[config.mk]
export PLATFORM = sky130hd
export DESIGN_NAME = spm_host_flat
export DESIGN_NICKNAME = d
export VERILOG_FILES = /design/src/rtl/spm_host_pkg.sv /design/src/rtl/spm_host_if.sv /design/src/rtl/spm_host_timer.sv /design/src/rtl/spm_host.sv /design/src/flat_wrapper.sv
export SDC_FILE = /design/constraint.sdc
export NUM_CORES = 1
export LEC_CHECK = 0
export ABC_AREA = 1
export BUFFER_PORTS_ARGS = -buffer_cell sky130_fd_sc_hd__buf_2
export CORE_UTILIZATION = 44
export CTS_CLUSTER_DIAMETER = 60
export DETAILED_ROUTE_END_ITERATION = 16
export PLACE_DENSITY = 0.85
export SYNTH_ARGS = -nofsm -noshare
export SYNTH_HDL_FRONTEND = slang
export SYNTH_SLANG_ARGS = --single-unit
[constraint.sdc]
create_clock -name clk -period 1.49 [get_ports clk]
set_input_delay 0.149 -clock clk [delete_from_list [all_inputs] [get_ports clk]]
set_output_delay 0.149 -clock clk [all_outputs]
set_load 0.01 [all_outputs]
[src/rtl/spm_host_pkg.sv]
// Shared types and widths for the SPM host sequencer.
package spm_host_pkg;

  localparam int OP_W   = 32;
  localparam int PROD_W = 64;

  typedef enum logic [2:0] {
    IDLE,
    RUN,
    READ_LO,
    READ_HI,
    RESP
  } spm_state_e;

endpackage

[src/rtl/spm_host_if.sv]
// Request/response bus toward the client and operand/product bus toward the multiplier.
interface spm_req_if;
  import spm_host_pkg::*;

  logic              req_valid;
  logic              req_ready;
  logic [OP_W-1:0]   req_mc;
  logic [OP_W-1:0]   req_mp;
  logic              rsp_valid;
  logic              rsp_ready;
  logic [PROD_W-1:0] rsp_prod;
  logic              rsp_timeout;

  modport master (output req_valid, req_mc, req_mp, rsp_ready,
                  input  req_ready, rsp_valid, rsp_prod, rsp_timeout);
  modport slave  (input  req_valid, req_mc, req_mp, rsp_ready,
                  output req_ready, rsp_valid, rsp_prod, rsp_timeout);
endinterface

interface spm_mul_if;
  import spm_host_pkg::*;

  logic [OP_W-1:0] spm_mc;
  logic [OP_W-1:0] spm_mp;
  logic            spm_start;
  logic            spm_prod_sel;
  logic [OP_W-1:0] spm_prod;
  logic            spm_done;

  modport master (output spm_mc, spm_mp, spm_start, spm_prod_sel,
                  input  spm_prod, spm_done);
  modport slave  (input  spm_mc, spm_mp, spm_start, spm_prod_sel,
                  output spm_prod, spm_done);
endinterface

[src/rtl/spm_host_timer.sv]
// Saturating wait counter; tc_o marks the enabled cycle that brings the count to LIMIT.
module spm_host_timer #(
  parameter int LIMIT = 200
) (
  input  logic clk,
  input  logic rst,
  input  logic clr_i,
  input  logic en_i,
  output logic tc_o
);

  localparam int            CW   = $clog2(LIMIT + 1);
  localparam logic [CW-1:0] LAST = CW'(LIMIT - 1);
  localparam logic [CW-1:0] LIM  = CW'(LIMIT);

  logic [CW-1:0] cnt_q, cnt_d;

  always_comb begin
    cnt_d = cnt_q;
    if (clr_i) begin
      cnt_d = '0;
    end else if (en_i && (cnt_q != LIM)) begin
      cnt_d = cnt_q + CW'(1);
    end
  end

  always_ff @(posedge clk or negedge rst) begin
    if (!rst) begin
      cnt_q <= '0;
    end else begin
      cnt_q <= cnt_d;
    end
  end

  assign tc_o = (cnt_q == LAST) || (cnt_q == LIM);

endmodule

[src/rtl/spm_host.sv]
// Sequences one multiply: launch, wait for done or timeout, read both product halves, respond.
module spm_host import spm_host_pkg::*; #(
  parameter int TIMEOUT_CYCLES = 200
) (
  input  logic       clk,
  input  logic       rst,
  spm_req_if.slave   req,
  spm_mul_if.master  mul
);

  spm_state_e        state_q, state_d;
  logic              req_ready_q, req_ready_d;
  logic              rsp_valid_q, rsp_valid_d;
  logic              rsp_timeout_q, rsp_timeout_d;
  logic [PROD_W-1:0] rsp_prod_q, rsp_prod_d;
  logic              spm_start_q, spm_start_d;
  logic              prod_sel_q, prod_sel_d;
  logic [OP_W-1:0]   spm_mc_q, spm_mc_d;
  logic [OP_W-1:0]   spm_mp_q, spm_mp_d;
  logic              tmr_clr, tmr_en, tmr_tc;

  spm_host_timer #(.LIMIT(TIMEOUT_CYCLES)) u_timer (
    .clk   (clk),
    .rst   (rst),
    .clr_i (tmr_clr),
    .en_i  (tmr_en),
    .tc_o  (tmr_tc)
  );

  always_comb begin
    state_d       = state_q;
    req_ready_d   = 1'b0;
    rsp_valid_d   = rsp_valid_q;
    rsp_timeout_d = rsp_timeout_q;
    rsp_prod_d    = rsp_prod_q;
    spm_start_d   = spm_start_q;
    prod_sel_d    = prod_sel_q;
    spm_mc_d      = spm_mc_q;
    spm_mp_d      = spm_mp_q;
    tmr_clr       = 1'b0;
    tmr_en        = 1'b0;
    unique case (state_q)
      IDLE: begin
        if (req.req_valid && req_ready_q) begin
          state_d     = RUN;
          spm_mc_d    = req.req_mc;
          spm_mp_d    = req.req_mp;
          spm_start_d = 1'b1;
          tmr_clr     = 1'b1;
        end else begin
          req_ready_d = !mul.spm_done;
        end
      end
      RUN: begin
        tmr_en = 1'b1;
        // done takes priority over a coincident timeout
        if (mul.spm_done) begin
          state_d     = READ_LO;
          spm_start_d = 1'b0;
          prod_sel_d  = 1'b0;
        end else if (tmr_tc) begin
          state_d       = RESP;
          spm_start_d   = 1'b0;
          rsp_timeout_d = 1'b1;
          rsp_prod_d    = '0;
          rsp_valid_d   = 1'b1;
        end
      end
      READ_LO: begin
        rsp_prod_d[OP_W-1:0] = mul.spm_prod;
        prod_sel_d           = 1'b1;
        state_d              = READ_HI;
      end
      READ_HI: begin
        rsp_prod_d[PROD_W-1:OP_W] = mul.spm_prod;
        prod_sel_d                = 1'b0;
        rsp_valid_d               = 1'b1;
        rsp_timeout_d             = 1'b0;
        state_d                   = RESP;
      end
      RESP: begin
        if (req.rsp_ready) begin
          rsp_valid_d = 1'b0;
          req_ready_d = !mul.spm_done;
          state_d     = IDLE;
        end
      end
      default: state_d = IDLE;
    endcase
  end

  always_ff @(posedge clk or negedge rst) begin
    if (!rst) begin
      state_q       <= IDLE;
      req_ready_q   <= 1'b0;
      rsp_valid_q   <= 1'b0;
      rsp_timeout_q <= 1'b0;
      rsp_prod_q    <= '0;
      spm_start_q   <= 1'b0;
      prod_sel_q    <= 1'b0;
      spm_mc_q      <= '0;
      spm_mp_q      <= '0;
    end else begin
      state_q       <= state_d;
      req_ready_q   <= req_ready_d;
      rsp_valid_q   <= rsp_valid_d;
      rsp_timeout_q <= rsp_timeout_d;
      rsp_prod_q    <= rsp_prod_d;
      spm_start_q   <= spm_start_d;
      prod_sel_q    <= prod_sel_d;
      spm_mc_q      <= spm_mc_d;
      spm_mp_q      <= spm_mp_d;
    end
  end

  assign req.req_ready    = req_ready_q;
  assign req.rsp_valid    = rsp_valid_q;
  assign req.rsp_timeout  = rsp_timeout_q;
  assign req.rsp_prod     = rsp_prod_q;
  assign mul.spm_start    = spm_start_q;
  assign mul.spm_prod_sel = prod_sel_q;
  assign mul.spm_mc       = spm_mc_q;
  assign mul.spm_mp       = spm_mp_q;

endmodule

[src/flat_wrapper.sv]
// flat-port wrapper written by rule: the top's interface ports become plain ports
module spm_host_flat import spm_host_pkg::*;
#(
  parameter int TIMEOUT_CYCLES = 200
)
  (clk, rst, req_req_valid, req_req_mc, req_req_mp, req_rsp_ready, req_req_ready, req_rsp_valid, req_rsp_prod, req_rsp_timeout, mul_spm_mc, mul_spm_mp, mul_spm_start, mul_spm_prod_sel, mul_spm_prod, mul_spm_done);
  spm_req_if req_i ();
  spm_mul_if mul_i ();
  input  logic clk;
  input  logic rst;
  input wire logic [$bits(req_i.req_valid)-1:0] req_req_valid;
  input wire logic [$bits(req_i.req_mc)-1:0] req_req_mc;
  input wire logic [$bits(req_i.req_mp)-1:0] req_req_mp;
  input wire logic [$bits(req_i.rsp_ready)-1:0] req_rsp_ready;
  output wire logic [$bits(req_i.req_ready)-1:0] req_req_ready;
  output wire logic [$bits(req_i.rsp_valid)-1:0] req_rsp_valid;
  output wire logic [$bits(req_i.rsp_prod)-1:0] req_rsp_prod;
  output wire logic [$bits(req_i.rsp_timeout)-1:0] req_rsp_timeout;
  output wire logic [$bits(mul_i.spm_mc)-1:0] mul_spm_mc;
  output wire logic [$bits(mul_i.spm_mp)-1:0] mul_spm_mp;
  output wire logic [$bits(mul_i.spm_start)-1:0] mul_spm_start;
  output wire logic [$bits(mul_i.spm_prod_sel)-1:0] mul_spm_prod_sel;
  input wire logic [$bits(mul_i.spm_prod)-1:0] mul_spm_prod;
  input wire logic [$bits(mul_i.spm_done)-1:0] mul_spm_done;
  assign req_i.req_valid = req_req_valid;
  assign req_i.req_mc = req_req_mc;
  assign req_i.req_mp = req_req_mp;
  assign req_i.rsp_ready = req_rsp_ready;
  assign req_req_ready = req_i.req_ready;
  assign req_rsp_valid = req_i.rsp_valid;
  assign req_rsp_prod = req_i.rsp_prod;
  assign req_rsp_timeout = req_i.rsp_timeout;
  assign mul_spm_mc = mul_i.spm_mc;
  assign mul_spm_mp = mul_i.spm_mp;
  assign mul_spm_start = mul_i.spm_start;
  assign mul_spm_prod_sel = mul_i.spm_prod_sel;
  assign mul_i.spm_prod = mul_spm_prod;
  assign mul_i.spm_done = mul_spm_done;
  spm_host #(.TIMEOUT_CYCLES(TIMEOUT_CYCLES)) u_core (.clk(clk), .rst(rst), .req(req_i), .mul(mul_i));
endmodule
==> run summary, run 1 <==
The flow ran to the end, but the final reports show violations. The final reports fail on setup timing. The initial utilization of the core area, before any placement, comes to 45.6%.

The number of nets produced by synthesis came out at 768. The initial antenna violation count came to 0. The synthesized design contains 0 enable-type register cells. The power per standard cell area came out at 2020 nW/um^2. After the flow finishes, the layout carries non-filler instances totaling 1214. The endpoint arrival time on the critical path is 1910 ps. The time the worst path needs with I/O delays and setup is 1620 ps. On the critical path the largest part of the delay comes from simple AND/OR/NAND/NOR gates.

The initial DRC count is 450. The master cell of the clock root buffer is sky130_fd_sc_hd__clkbuf_16. STA classifies the critical path startpoint as a register. At the pin with the least slew margin, the transition time is 359 ps. The headroom to the max-slew limit is 76.1%.

TritonCTS built the clock tree. The average routed wire per standard cell is 15.8 um. For the worst setup path, the data required time is 1780 ps. The H-tree level count came out at 4. The number of port buffers came out at 233. The die width came out at 117 um. The total global routing track utilization came out at 26.1%. Sequential cells were found to cover 62.1% of the synthesized design area.

For this design the top-level I/O count stands at 234. Summing every instance area after synthesis gives 5800 um^2. The total DRC errors in the routed layout came out at 0.

Counting distinct cell types in the post-synthesis netlist gives 23. The total overflow reported by the global router is 0. The global placer's final weighted congestion came out at 0.787.

The share of the clock period used by the worst path after layout is 109%. The share of synthesized flip-flops with an asynchronous set or reset came out at 100%. The highest routed metal layer is met4. The most instantiated library cell after synthesis is sky130_fd_sc_hd__nand2_1.

Counting every sink on the clock net gives 144. The placeable core region came out at 12700 um^2. The total number of vias came out at 5951. Cells with a size suffix above 1 make up 34.8% of the layout. The first-pass GRT wire length came out at 26.7 mm. The met3 wirelength from detailed routing came out at 991 um. The residual antenna-violating net count after detailed routing came out at 0. Counting along the longest clock path gives a buffer depth of 2. The maximum fanout along the worst path is 6. Clock skew on the completed layout was measured at 10.2 ps. The average instance in the mapped netlist occupies 8.72 um^2. The via count of the first global-routing pass came out at 5691. The clock transition time at the flip-flop clock pins of the worst setup and hold paths is 60 ps. The final total power came out at 18.8 mW. The die outline area is 13600 um^2.

By area the synthesized netlist is led by sky130_fd_sc_hd__dfrtp_1 (62%), sky130_fd_sc_hd__nand2_1 (27%), sky130_fd_sc_hd__buf_2 (1.2%). The synthesis-to-layout area growth is 60.1%. The final count of pins violating max slew came out at 0. The HPWL after detailed placement is 10.4 mm.

Summed over all nets, wire length on met2 after detailed routing comes to 9.86 mm. The max-cap check violation count came out at 0. The min-delay analysis places its worst path in the category in2reg.

For this design the static power due to leakage is 5.23 nW. The final-stage net count is 1132. The worst-case vdd ir drop is 1.29 mV. The aggregate routed wire length is 19.2 mm.

The total buffers and inverters traversed by the critical path came out at 2. The number of synthesis warnings came out at 0. The largest total area in the synthesized netlist belongs to sky130_fd_sc_hd__dfrtp_1. The die outline height came out at 117 um. In the final routing, the length of wire on met1 measures 7.33 mm. For this design, the slowest cell found on the critical path is sky130_fd_sc_hd__dfrtp_1. By startpoint and endpoint, the worst setup path is classified as reg2reg.

The number of antenna diodes in the final layout is 0. Synthesis inferred 144 register bits. The final worst setup slack came out at -130 ps. The cell that appears most often on the critical path is sky130_fd_sc_hd__nand2_4.

Setup repair after global routing could not meet its margin everywhere. The signal on the critical path passes through inv_2 > ha_4 > nand3_4 > nand2_4 > nand2_4 > nand2_4 > nand3_4 > buf_12 > nand2_2 > nand2_1. The number of standard-cell rows in the floorplan came out at 41. In the synthesized netlist the dominant register cell turns out to be sky130_fd_sc_hd__dfrtp_1. The largest stage delay on the critical path came out at 410 ps. Timing would allow up to 617 MHz. Entering global routing, the biggest net connects 43 pins. The final count of hold timing violations is 0.

For the worst-skew pair, the clock arrives at the later sink with an insertion delay of 420 ps. The worst setup path is captured at a register. After synthesis, the most frequently instantiated cells are sky130_fd_sc_hd__nand2_1 (416), sky130_fd_sc_hd__dfrtp_1 (144), sky130_fd_sc_hd__buf_2 (14). The post-synthesis instance total is 665.

The number of setup violations in the final report is 72. The number of search-and-repair iterations in the first detailed-routing pass is 5. Cells fill 73.0% of the core in the end.

The number of placed instances, taps included came out at 1065. The top cell type by area accounts for 62.1% of the synthesized area. The post-detailed-route via-to-cell ratio came out at 4.90. The number of buffers inserted during clock tree synthesis came out at 17.
where the power goes:
part / internal, mW / switching [mW] / leakage (nW) / total [mW]
logic: 3.34 / 4.57 / 3.13 / 7.91
clock network: 2.46 / 1.52 / 0.278 / 3.98
registers: 5.72 / 1.16 / 1.83 / 6.89
total: 11.5 / 7.25 / 5.23 / 18.8
final cells by class:
class                           instances  area, um^2
Sequential cell                       144        3610
Fill cell                             832        3440
Timing Repair Buffer                  368        2650
Multi-Input combinational cell        481        2180
Clock buffer                           26         499
Tap cell                              172         215
Inverter                               17        68.8
Clock inverter                          6        55.1
routing by layer:
metal  track usage [%]  up-vias
met5                 0        -
met4              16.7        0
met3              5.56       87
met2              45.0      280
met1              29.6     2824
li1                  -     2760
final timing paths:
check                                                    start                                  end  slack, ps  cells after the start
setup / recovery           u_core.u_timer.cnt_q[1]$_DFFE_PN0P_  u_core.req.rsp_prod[44]$_DFFE_PN0P_       -130                     10
hold / removal                                   req_rsp_ready        u_core.state_q[2]$_DFFE_PN0P_         40                      4
setup reg to reg           u_core.u_timer.cnt_q[1]$_DFFE_PN0P_  u_core.req.rsp_prod[44]$_DFFE_PN0P_       -130                     10
hold reg to reg               u_core.mul.spm_mc[2]$_DFFE_PN0P_     u_core.mul.spm_mc[2]$_DFFE_PN0P_        460                      2
max in group asynchronous                                  rst    u_core.mul.spm_mc[17]$_DFFE_PN0P_        720                      3
min in group asynchronous                                  rst  u_core.req.rsp_prod[36]$_DFFE_PN0P_        200                      2
kinds of logic after synthesis:
kind of cell	count (synthesis)	share of synthesized area [%]
adder cells (fa/ha/maj)	2	0.432
AND/OR/NAND/NOR	463	31.7
buffers and inverters	43	4.32
flip-flops	144	62.1
AO/OA/AOI/OAI	9	0.820
XOR/XNOR	4	0.604
state kept, by name, indices dropped and copies added, names as in the netlist:
signal and cells:
u_core.mul.spm_mc 32, u_core.mul.spm_mp 32, u_core.mul.spm_prod_sel 1, u_core.mul.spm_start 1
u_core.req.req_ready 1, u_core.req.rsp_prod 64, u_core.req.rsp_timeout 1, u_core.req.rsp_valid 1
u_core.state_q 3, u_core.u_timer.cnt_q 8
cells in the final DEF (no fill, tap or decap), types with 10 or more instances in the layout:
cell and instances:
sky130_fd_sc_hd__buf_4 19, sky130_fd_sc_hd__dfrtp_1 141, sky130_fd_sc_hd__nand2_2 31, sky130_fd_sc_hd__nor2_1 11, sky130_fd_sc_hd__dlygate4sd3_1 98, sky130_fd_sc_hd__nand2_1 386
sky130_fd_sc_hd__clkbuf_16 22, sky130_fd_sc_hd__buf_2 232, sky130_fd_sc_hd__inv_1 10, sky130_fd_sc_hd__nand2_4 11, sky130_fd_sc_hd__nand3_1 11
worst register-to-register path: stages (launching register included):
cell                      delay [ps]
sky130_fd_sc_hd__dfrtp_1         410
sky130_fd_sc_hd__inv_2           100
sky130_fd_sc_hd__ha_4            140
sky130_fd_sc_hd__nand3_4          70
sky130_fd_sc_hd__nand2_4          90
sky130_fd_sc_hd__nand2_4          60
sky130_fd_sc_hd__nand2_4          80
sky130_fd_sc_hd__nand3_4         190
sky130_fd_sc_hd__buf_12          220
sky130_fd_sc_hd__nand2_2          70
sky130_fd_sc_hd__nand2_1          70
per-stage QoR:
step | instance area (um^2) | hold WS, ps | setup WS [ps] | TNS, ps
after floorplan | 5800 | -147 | 75.2 | 0
after global placement | 7280 | 71.6 | 31.6 | 0
after detailed placement | 7280 | 70.3 | -25.9 | -81.3
after CTS | 8840 | 28.8 | 6.74 | 0
after global routing | 9280 | 48.2 | -183 | -8460
final | 9280 | 42.0 | -130 | -4190
timing repair:
action                                 CTS  global route
endpoints found under the hold margin  240             0
hold buffers                            98             0
setup endpoints to repair               27           140
resized for setup                        5            58
gates cloned                             0             9
buffers inserted                         1             9
pin swaps                                0            12
Note: power is estimated with default switching activity, not from simulation.
==> run 2: changes to the inputs <==
Settings changed: CELL_PAD_IN_SITES_DETAIL_PLACEMENT set to 0, CELL_PAD_IN_SITES_GLOBAL_PLACEMENT set to 1, CORE_UTILIZATION 44 to 35, PLACE_DENSITY 0.85 to 0.88.
Clock period 1.49 ns to 1.7 ns, I/O delays scaled along.
==> run summary, run 2 (synthesis results as in run 1) <==
The fraction of layout cells with a size suffix above 1 is 29.6%. The share of total power dissipated in the clock network is 24.0%. The run finished with clean final reports. The switching share of power is 37.8%.

The final count of pins violating max slew is 0. The final-layout worst hold slack came out at 64.4 ps. Combinational logic is responsible for 37.3% of the overall power.

The tool flagged a number of max-cap violations equal to 0. Across the VDD grid, the largest voltage drop is 0.690 mV. STA classifies the critical path startpoint as a register. The number of flip-flops in the largest register came out at 64. Walking the worst path, the cells encountered are inv_2 > nand2_1 > nor3_4 > inv_2 > buf_12 > nand4_1 > nand2_1. The number of buffers inserted during clock tree synthesis is 17.

The share of the clock period used by the worst path after layout is 90.4%. The starting density of the core is 36.2%. The routed design has 16.4 mm of wire. The maximum fanout along the worst path came out at 50. The die covers 17100 um^2.

CTS placed an instance of sky130_fd_sc_hd__clkbuf_16 at the clock tree root. Setup violations remaining at the end of the flow were counted as 0. In this run the vertical extent of the chip is 131 um.

Setup repair after global routing left no endpoint under its margin. The pin count of the biggest net entering global routing came out at 65. For this design the total switching power over the nets is 5.76 mW. The initial antenna violation count is 0. The number of port buffers is 233. The number of search-and-repair iterations in the first detailed-routing pass is 4. Dividing the detail-routed via count by the number of cells gives 4.38. The power per standard cell area came out at 1730 nW/um^2. The power share of the sequential group is 38.6%. Dividing the detail-routed wire length by the instance count gives 13.3 um. The type of the tightest min-delay check is in2reg. The sum of net half-perimeters after detailed placement is 10.5 mm.

The TritonCTS clock tree is built. The final-stage net count came out at 1103. The time the worst path needs with I/O delays and setup is 1540 ps. The source-to-sink clock delay at the later pin of the worst-skew pair is 420 ps. The placeable core region came out at 16000 um^2. The H-tree level count is 4. The number of standard-cell rows in the floorplan is 46. The leakage power summed over all cells is 5.00 nW.

The maximum clock rate is 651 MHz. Measured against its own limit, the worst slew margin works out to 78.9%. At the worst endpoint, the required time is 2000 ps.

Leaving out fill and tap cells, the most frequent cell in the layout is sky130_fd_sc_hd__nand2_1. The largest individual stage delay along the critical path comes from the cell sky130_fd_sc_hd__dfrtp_1. In this run the remaining antenna-violating nets after routing total 0. The number of buffers between clock root and the deepest sink came out at 2. The final worst clock skew came out at 8.01 ps.

The slew of the pin with the lowest slew margin is 316 ps. The synthesis-to-layout area growth is 52.0%. After detailed routing, the number of remaining DRC violations is 0. The via count of the first global-routing pass is 5320. The global placer's final weighted congestion came out at 0.787. The largest stage delay on the critical path is 450 ps. In the layout the commonest cells are sky130_fd_sc_hd__nand2_1 (416), sky130_fd_sc_hd__buf_2 (232), sky130_fd_sc_hd__dfrtp_1 (144). Pin placement for this block handled 234 I/O pins. The worst setup path is captured at a register. Global routing used 20.1% of the available tracks across all layers.

The die is 131 um wide. The final count of hold timing violations came out at 0. The number of antenna cells inserted is 0. The clock net sink count came out at 144.

The detailed router placed 5380 vias in this run. The reg-to-reg setup timing slack came out at 160 ps. For the worst setup path, the data arrival time is 1840 ps. The initial DRC count came out at 257. The clock transition time at the flip-flop clock pins of the worst setup and hold paths came out at 60 ps. The internal power of the cells totals 9.50 mW. The total negative setup slack came out at 0 ps. The worst setup path is of the reg2reg kind. The first-pass GRT wire length came out at 26.3 mm.

The total overflow reported by the global router is 0.
## run 2: worst paths after layout
kind | startpoint | endpoint | depth (start not counted)
max | u_core.state_q[1]$_DFFE_PN0P_ | u_core.u_timer.cnt_q[6]$_DFFE_PN0P_ | 7
min | req_rsp_ready | u_core.state_q[2]$_DFFE_PN0P_ | 4
max reg2reg | u_core.state_q[1]$_DFFE_PN0P_ | u_core.u_timer.cnt_q[6]$_DFFE_PN0P_ | 7
min reg2reg | u_core.req.rsp_prod[45]$_DFFE_PN0P_ | u_core.req.rsp_prod[45]$_DFFE_PN0P_ | 2
max in group asynchronous | rst | u_core.req.rsp_prod[56]$_DFFE_PN0P_ | 3
min in group asynchronous | rst | u_core.mul.spm_mc[17]$_DFFE_PN0P_ | 2
## run 2: metal layers
layer	global-route usage, %	up-vias	part of all wire [%]
met5	0	-	0
met4	9.40	0	3.0
met3	4.03	36	3.5
met2	34.4	153	51
met1	24.4	2506	42
li1	-	2685	-
## run 2: repair_timing
item,4_1_cts,5_1_grt
gates resized for setup,0,3
endpoints found under the hold margin,197,0
hold buffers,98,0
buffers inserted,0,0
setup endpoints to repair,0,60
## run 2: final cells by class
type / count / area, um^2
Sequential cell: 144 / 3600
Clock inverter: 13 / 139
Fill cell: 1496 / 7190
Clock buffer: 19 / 443
Multi-Input combinational cell: 478 / 1970
Inverter: 17 / 63.8
Timing Repair Buffer: 342 / 2320
Tap cell: 216 / 270
## run 2: critical path: cells and delay by family, from the launching register on
family,cells,cell delay (ps)
AND/OR/NAND/NOR,4,510
buffers and inverters,3,460
flip-flops,1,450
## run 2: power by group through the flow
| stage | combinational (mW) | clock (mW) | sequential (mW) |
|---|---|---|---|
| after floorplan | 2.40 | 0 | 6.59 |
| after global placement | 5.44 | 0 | 5.88 |
| after detailed placement | 5.58 | 0 | 5.89 |
| after CTS | 5.76 | 3.77 | 5.87 |
| after global routing | 6.43 | 3.91 | 6.07 |
| final | 5.70 | 3.67 | 5.89 |
## run 2: stage by stage
stage	instances	cell area, um^2	utilization, %	setup WS, ps	power [mW]
finish	1229	8810	55.1	163	15.3
global placement	1099	7230	45.2	149	11.3
global route	1229	8810	55.1	5.63	16.4
detailed placement	1099	7230	45.2	118	11.5
floorplan	665	5800	-	285	8.99
CTS	1229	8800	55.0	98.7	15.4
